**config.mk**
```make
export PLATFORM = sky130hd
export DESIGN_NAME = timer_scheduler
export DESIGN_NICKNAME = d
export VERILOG_FILES = /design/src/rtl/timer_scheduler.sv
export SDC_FILE = /design/constraint.sdc
export NUM_CORES = 1
export LEC_CHECK = 0
export ABC_AREA = 1
export CAP_MARGIN = 20
export CORE_ASPECT_RATIO = 1.25
export CORE_MARGIN = 4
export CORE_UTILIZATION = 52
export CTS_CLUSTER_DIAMETER = 60
export CTS_CLUSTER_SIZE = 40
export DETAILED_ROUTE_END_ITERATION = 7
export PLACE_DENSITY = 0.95
export SETUP_SLACK_MARGIN = 0.2
export SLEW_MARGIN = 10
export SYNTH_ARGS = -nofsm -noshare
export SYNTH_HDL_FRONTEND = slang
export SYNTH_SLANG_ARGS = --single-unit
```
**constraint.sdc**
```tcl
create_clock -name clk -period 6.9 [get_ports clk]
set_input_delay 1.725 -clock clk [delete_from_list [all_inputs] [get_ports clk]]
set_output_delay 1.725 -clock clk [all_outputs]
set_load 0.05 [all_outputs]
```
**src/rtl/timer_scheduler.sv**
```systemverilog
// timer_scheduler: one W-bit complement-load up-counter shared round-robin
// among NREQ requesters. The owner is granted, the counter is loaded with
// 2^W - len, and done pulses to the owner when the counter carries.
// Optional build macro TIMER_SCHED_TOGGLE_EN adds tick_out, which toggles
// on every completed delay. Cancels do not toggle it.
module timer_scheduler #(
  parameter int NREQ = 4,
  parameter int W    = 16
) (
  input  logic              clk,
  input  logic              rst_n,
  input  logic [NREQ-1:0]   req,
  input  logic [NREQ*W-1:0] len,
  output logic [NREQ-1:0]   gnt,
  output logic [NREQ-1:0]   done,
  output logic              busy,
  output logic [W-1:0]      cnt_out
`ifdef TIMER_SCHED_TOGGLE_EN
  ,
  output logic              tick_out
`endif
);

  localparam int IDXW = (NREQ > 1) ? $clog2(NREQ) : 1;

  typedef enum logic [1:0] {IDLE, COUNT, DONE} state_t;

  state_t            state_q, state_d;
  logic [NREQ-1:0]   gnt_q, gnt_d;
  logic [NREQ-1:0]   done_q, done_d;
  logic [W-1:0]      cnt_q, cnt_d;
  logic [IDXW-1:0]   ptr_q, ptr_d;
  logic [IDXW-1:0]   own_q, own_d;
  logic [W-1:0]      len_pick;
  int                pick_i;

  // The first requesting index at or after the pointer wins, wrapping around.
  // The scan runs from the farthest offset down to the nearest one, so the
  // nearest requester is the last match and overrides the others.
  function automatic int pick_next(input logic [NREQ-1:0] r, input int p);
    int res;
    res = p;
    for (int i = NREQ - 1; i >= 0; i--) begin
      if (r[(p + i) % NREQ]) res = (p + i) % NREQ;
    end
    return res;
  endfunction

  // Arbitration candidate and its delay, used only at the grant edge.
  always_comb begin
    pick_i   = pick_next(req, int'(ptr_q));
    len_pick = len[pick_i*W +: W];
  end

  // Next-state logic. A cancel takes priority over a carry in the same cycle.
  // A cancel leaves the counter at its current value.
  always_comb begin
    state_d = state_q;
    gnt_d   = gnt_q;
    done_d  = '0;
    cnt_d   = cnt_q;
    ptr_d   = ptr_q;
    own_d   = own_q;
    case (state_q)
      IDLE: begin
        gnt_d = '0;
        if (|req) begin
          own_d = IDXW'(pick_i);
          gnt_d = NREQ'(1) << pick_i;
          cnt_d = '0 - len_pick;
          if (len_pick == '0) begin
            state_d = DONE;
            done_d  = NREQ'(1) << pick_i;
          end else begin
            state_d = COUNT;
          end
        end
      end
      COUNT: begin
        if (!req[own_q]) begin
          state_d = IDLE;
          gnt_d   = '0;
          ptr_d   = IDXW'((int'(own_q) + 1) % NREQ);
        end else begin
          cnt_d = cnt_q + 1'b1;
          if (cnt_q == '1) begin
            state_d = DONE;
            done_d  = gnt_q;
          end
        end
      end
      DONE: begin
        state_d = IDLE;
        gnt_d   = '0;
        ptr_d   = IDXW'((int'(own_q) + 1) % NREQ);
      end
      default: begin
        state_d = IDLE;
        gnt_d   = '0;
      end
    endcase
  end

  // State and output registers.
  always_ff @(posedge clk or negedge rst_n) begin
    if (!rst_n) begin
      state_q <= IDLE;
      gnt_q   <= '0;
      done_q  <= '0;
      cnt_q   <= '0;
      ptr_q   <= '0;
      own_q   <= '0;
    end else begin
      state_q <= state_d;
      gnt_q   <= gnt_d;
      done_q  <= done_d;
      cnt_q   <= cnt_d;
      ptr_q   <= ptr_d;
      own_q   <= own_d;
    end
  end

  assign gnt     = gnt_q;
  assign done    = done_q;
  assign busy    = (state_q != IDLE);
  assign cnt_out = cnt_q;

`ifdef TIMER_SCHED_TOGGLE_EN
  logic tick_q, tick_d;

  // The square output flips whenever a done pulse is issued.
  always_comb begin
    tick_d = tick_q ^ (|done_d);
  end

  // Toggle register.
  always_ff @(posedge clk or negedge rst_n) begin
    if (!rst_n) tick_q <= 1'b0;
    else        tick_q <= tick_d;
  end

  assign tick_out = tick_q;
`endif

endmodule
```
### Yosys cells after proc, flatten, opt, wreduce, memory -nomap -nowiden

Cells that the tools add are included.

* add/subtract/negate cells: 6
* magnitude comparators: 5
* equal/unequal tests: 7
* shifts and indexed selects: 2
* multiplexer cells: 35
* bitwise operators: 3
* reduce and logical (&&, ||, !) cells: 13

Operators by type and width (number)
* two-way mux 32 bit: 4
* variable part select 64 x 32 -> 16 bit: 1
* two-way mux 16 bit: 2
* case mux 16 bit (2 select lines): 1
* left shift 1 x 32 -> 4 bit (first input constant): 1
* two-way mux 4 bit: 6
* adder 16 x 1 -> 16 bit (second input constant): 1
* == test 16 bit (second input constant): 1
* logical NOT 16 bit: 1
* case mux 4 bit (2 select lines): 2
* subtractor 1 x 16 -> 16 bit (first input constant): 1
* < comparator 3 x 4 -> 1 bit (second input constant): 3
* binary-select mux 1 bit (select 2 bit): 5
* two-way mux 2 bit: 5
* two-way mux 1 bit: 8
* case mux 2 bit (2 select lines): 2
* < comparator 2 x 3 -> 1 bit (second input constant): 2
* inequality test 2 bit (second input constant): 3
* AND reduction 2 bit: 3
* nonzero test 2 bit: 3
* OR reduction 2 bit: 3
* adder 2 x 1 -> 2 bit (second input constant): 2
* adder 2 bit (second input constant): 2
* OR reduction 4 bit: 1
* other kinds (6): 8

* flip-flop bits (word level): 30
* bits of input ports: 70
* output and inout bits: 25
* word-level logic and storage cells: 77

### Longest topological paths before layout

* word-level depth: 15
* depth in mapped cells: 23
* depth with buffers taken out: 21

### Worst setup path after synthesis

OpenSTA, ideal clock, no wires.

* kind: input -> register
* start point: input port req[1]
* end point: register state_q[0]
* setup time: 118 ps
* arrival: 3567 ps
* required time: 6782 ps
* slack: 3215 ps
* stages on the path: 20
* cell sequence: inv_1 > nand2_1 > nand3_1 > nand2_1 > inv_2 > nand2_1 > nand2_2 > nand2_2 > nand2_4 > nand2_4 > buf_6 > nand3_1 > nand2_1 > nor2_2 > ha_1 > nand3_4 > nor2_8 > nand4_2 > nand2_1 > nand2_1

* word-level cells in the longest chain between the ends: 12
* elaborated cells on any way between the ends: 27

Ends and longest elaborated chain
* start, declared: RTL line 12 `input logic [NREQ-1:0] req,`
* binary-select mux 1 bit (select 2 bit): RTL line 44 `if (r[(p + i) % NREQ]) res = (p + i) % NREQ;`
* two-way mux 1 bit (not written as such) (2 in series): RTL line 44
* two-way mux 32 bit (4 in series): RTL line 44
* variable part select 64 x 32 -> 16 bit: RTL line 52 `len_pick = len[pick_i*W +: W];`
* logical NOT 16 bit: RTL line 71 `if (len_pick == '0) begin`
* two-way mux 2 bit: RTL line 71
* two-way mux 2 bit: RTL line 67 `if (|req) begin`
* case mux 2 bit (2 select lines): RTL line 64 `case (state_q)`
* end signal, assigned: RTL line 114 `state_q <= state_d;`
* end, declared: RTL line 28 `state_t state_q, state_d;`

Several ways; a longest one is shown, not always the timed one. The select of a mux whose other input is x is not followed.
A chain may end at the register's enable or synchronous reset.

### Final worst setup path

* start point: input port req[0]
* end point: register done_q[0] (netlist: done[0])

* word-level cells in the longest chain between the ends: 12
* elaborated cells on any way between the ends: 25

Ends and longest elaborated chain
* binary-select mux 1 bit (select 2 bit): RTL line 44
* two-way mux 1 bit (not written as such) (2 in series): RTL line 44
* two-way mux 32 bit (4 in series): RTL line 44
* variable part select 64 x 32 -> 16 bit: RTL line 52
* logical NOT 16 bit: RTL line 71
* two-way mux 4 bit: RTL line 71
* two-way mux 4 bit: RTL line 67
* case mux 4 bit (2 select lines) (*): RTL line 64
* via done_d[0]: RTL line 30 `logic [NREQ-1:0] done_q, done_d;`
* end signal, assigned: RTL line 116 `done_q <= done_d;`
* end, declared: RTL line 30

Mark *: on every way through the listed nets, which the timed path passes. The rest lies on a longest branch. The select of a mux whose other input is x is not followed.

==> results.md <==
* Status: finished clean
* Synth Cell Area at approximately 3100 µm²
* Clk_lat worst skew at 0.29 ns
* # IOs at 95
* Reg clk slew, reported paths at 0.07 ns
* Max stage delay on crit path at 0.54 ns
* CP Max Fanout at 37
* Tmin final at roughly 4.7 ns
* Max_slew headroom at 40.2%
* Nets@finish at 653
* Die height at between 90 and 100 µm
* Initial antenna violation count at 0
* Number of non-filler instances in the completed layout at about 650
* Hold Path End: gnt[1]
* Final wirelength at 8930 µm
* TritonCTS Buffers at 5
* Most frequent cell after synthesis: nand2_1
* Die X at 77.2 µm
* Max Cap Viol at 0
* Setup bufs post-CTS at 0
* Initial DRC Count at roughly 300
* Syn nets at 567
* First-pass GRT wire length at 14600 µm
* Worst-Margin Slew at 0.895 ns
* F_max at 212 MHz
* Clk root buf: clkbuf_8
* Final worst-path cycle share at 68.4%
* Sequential share of the synthesized area at 24.2%
* Ys Warns at 0
* Hold Path Origin: gnt[1]
* Final Slew Violations at 0
* DIE AREA at 7290 µm²
* H-tree depth at 2
* Share of cells above drive strength 1 at 11.5%
* Seq cells post-synth at 30
* Synth cell count leaders: nand2_1, nand3_1, nor2_1
* GR Util All Layers at between 20 and 25%
* Total gr overflow at 0
* Final setup TNS at 0 ns
* Reg2reg start: ptr_q[0]
* Area leader, netlist: dfrtp_1
* Crit. End Element: flop
* Vias per inst at 5.50
* Critical path class: in -> reg
* Detailed placer's ending HPWL at 6970 µm
* Worst R2R End: done[0]
* R2r setup slk at 3.48 ns
* Hold violation count in the final report at 0
* Worst Setup Start Kind: primary input
* Avg Inst Size Synth at 6.28 µm²
* Min-Delay Path Class: reg -> reg
* Synth top area share at 24.2%
* CTS hold repair buffers at 0
* CTS Buffer Depth at 2
* CTS tree: done
* Critical Path RT at 7.10 ns
* Crit-path cells: clkdlybuf4s50_1, nand2_1, nand2_1, nand2_1, nand2_1, inv_2, nand2_2, nand3_4, nand2_4, nor2_1, nand2_1, nand2_1, nor2_2, ha_1, nand3_4, nor2_8, nand4_2, o22ai_1
* Synth cell types at 43
* First-pass DRT Iterations at 6
* Wire length per cell at 13.8 µm
* Unrepaired setup endpoints after global routing: false
* Synth Flop Type: dfrtp_1
* Initial Util at 53.4%
* Cts repair resizes at 0
* Placed instance count at 640
* Clock Sinks at 30
* Post-synth ARST share at 100%
* Area grow syn2layout at 32.3%
* Crit-path slowest cell: clkdlybuf4s50_1
* Ant. Diodes at 0
* Core area at 5820 µm²
* PortBufs at 94
* Post-route ant nets at 0
* Dominant cells by area after synthesis: dfrtp_1, nand2_1, nand3_1, nor2_1, inv_1
* Vias after detailed routing at about 3600
* Vias in the first global route at 3350
* Num rows at 31
* Worst hold stages at 2
* Endpoints failing setup at 0
* Clk_skew at roughly 0.0043 ns
* DRC errors left at 0
* Crit-path most repeated cell: nand2_1
* GP Congestion at slightly above 0.9
* EDFF count, synth at 0
* Synth Instances at ~500
* Largest net degree at the start of global routing at 38
* Arr. time, crit path at 4.92 ns
* R2R depth at 18
kinds of logic (layout without fill, tap and decap cells):
logic type      after synthesis  in the layout  synth area share (%)
xor+xnor                      1              1                 0.282
fa+ha+maj                     2              2                 0.805
buf+inv                      72            159                  11.4
flops                        30             30                  24.2
compound gates               58             58                  10.7
simple gates                332            332                  52.6
cells in the final DEF (no fill, tap or decap), drive strengths merged, types with 2 or more instances in the layout:
cell type,Yosys,layout
clkbuf,4,5
inv,54,54
ha,2,2
or2,2,2
clkinv,1,3
nand4,10,10
nand3,62,62
a31oi,4,4
nor4,2,2
nor3,5,5
nand2,187,187
o21ai,18,18
nand3b,2,2
a22oi,5,5
clkdlybuf4s50,0,94
nor2,60,60
buf,13,2
o22ai,4,4
dfrtp,30,30
a21oi,22,22
routing by layer:
metal | wire, µm | track usage, % | vias up
li1 | - | - | 1782
met2 | 4580 | 44.5 | 167
met4 | 301 | 12.5 | 0
met1 | 3460 | 27.5 | 1593
met3 | 593 | 3.34 | 24
met5 | 0 | 0 | -
critical path, delay by kind of cell:
| kind | cells | cell delay, ns |
|---|---|---|
| AOI/OAI and AO/OA | 1 | 0.21 |
| buffers and inverters | 2 | 0.58 |
| and+or+nand+nor | 14 | 2.12 |
| adders and majority gates | 1 | 0.28 |
registers in the layout, indices dropped and copies added, names as in the netlist:
| signal | flops |
|---|---|
| ptr_q | 2 |
| own_q | 2 |
| cnt_out | 16 |
| done | 4 |
| gnt | 4 |
| state_q | 2 |
layout make-up:
| cell class | count | area, µm² |
|---|---|---|
| Tap cell | 66 | 82.6 |
| Sequential cell | 30 | 751 |
| Inverter | 55 | 211 |
| Clock inverter | 3 | 40.0 |
| Clock buffer | 5 | 68.8 |
| Timing Repair Buffer | 96 | 956 |
| Multi-Input combinational cell | 393 | 2000 |
| Fill cell | 473 | 1710 |
per-stage QoR:
step                      hold slack, ns  cell area (µm²)  worst slack [ns]  utilization [%]
after floorplan                    0.544             3110              3.21                -
after global placement             0.500             4000              2.08             68.8
after detailed placement           0.503             4000              1.92             68.8
after CTS                          0.518             4110              2.19             70.7
after global routing               0.546             4110              1.79             70.7
final                              0.515             4110              2.18             70.7
worst max-delay path by stage:
stage / slack [ns] / end / start
final: 2.18 / done[0] / req[0]
after global placement: 2.08 / state_q[0] / req[0]
after global routing: 1.79 / done[0] / req[3]
after CTS: 2.19 / done[0] / req[0]
after floorplan: 3.21 / state_q[0] / req[1]
after detailed placement: 1.92 / done[0] / req[0]
Power is left out: the tool's default activity adds up to more than one toggle a clock period on the data nets, which glitch-free logic cannot reach.
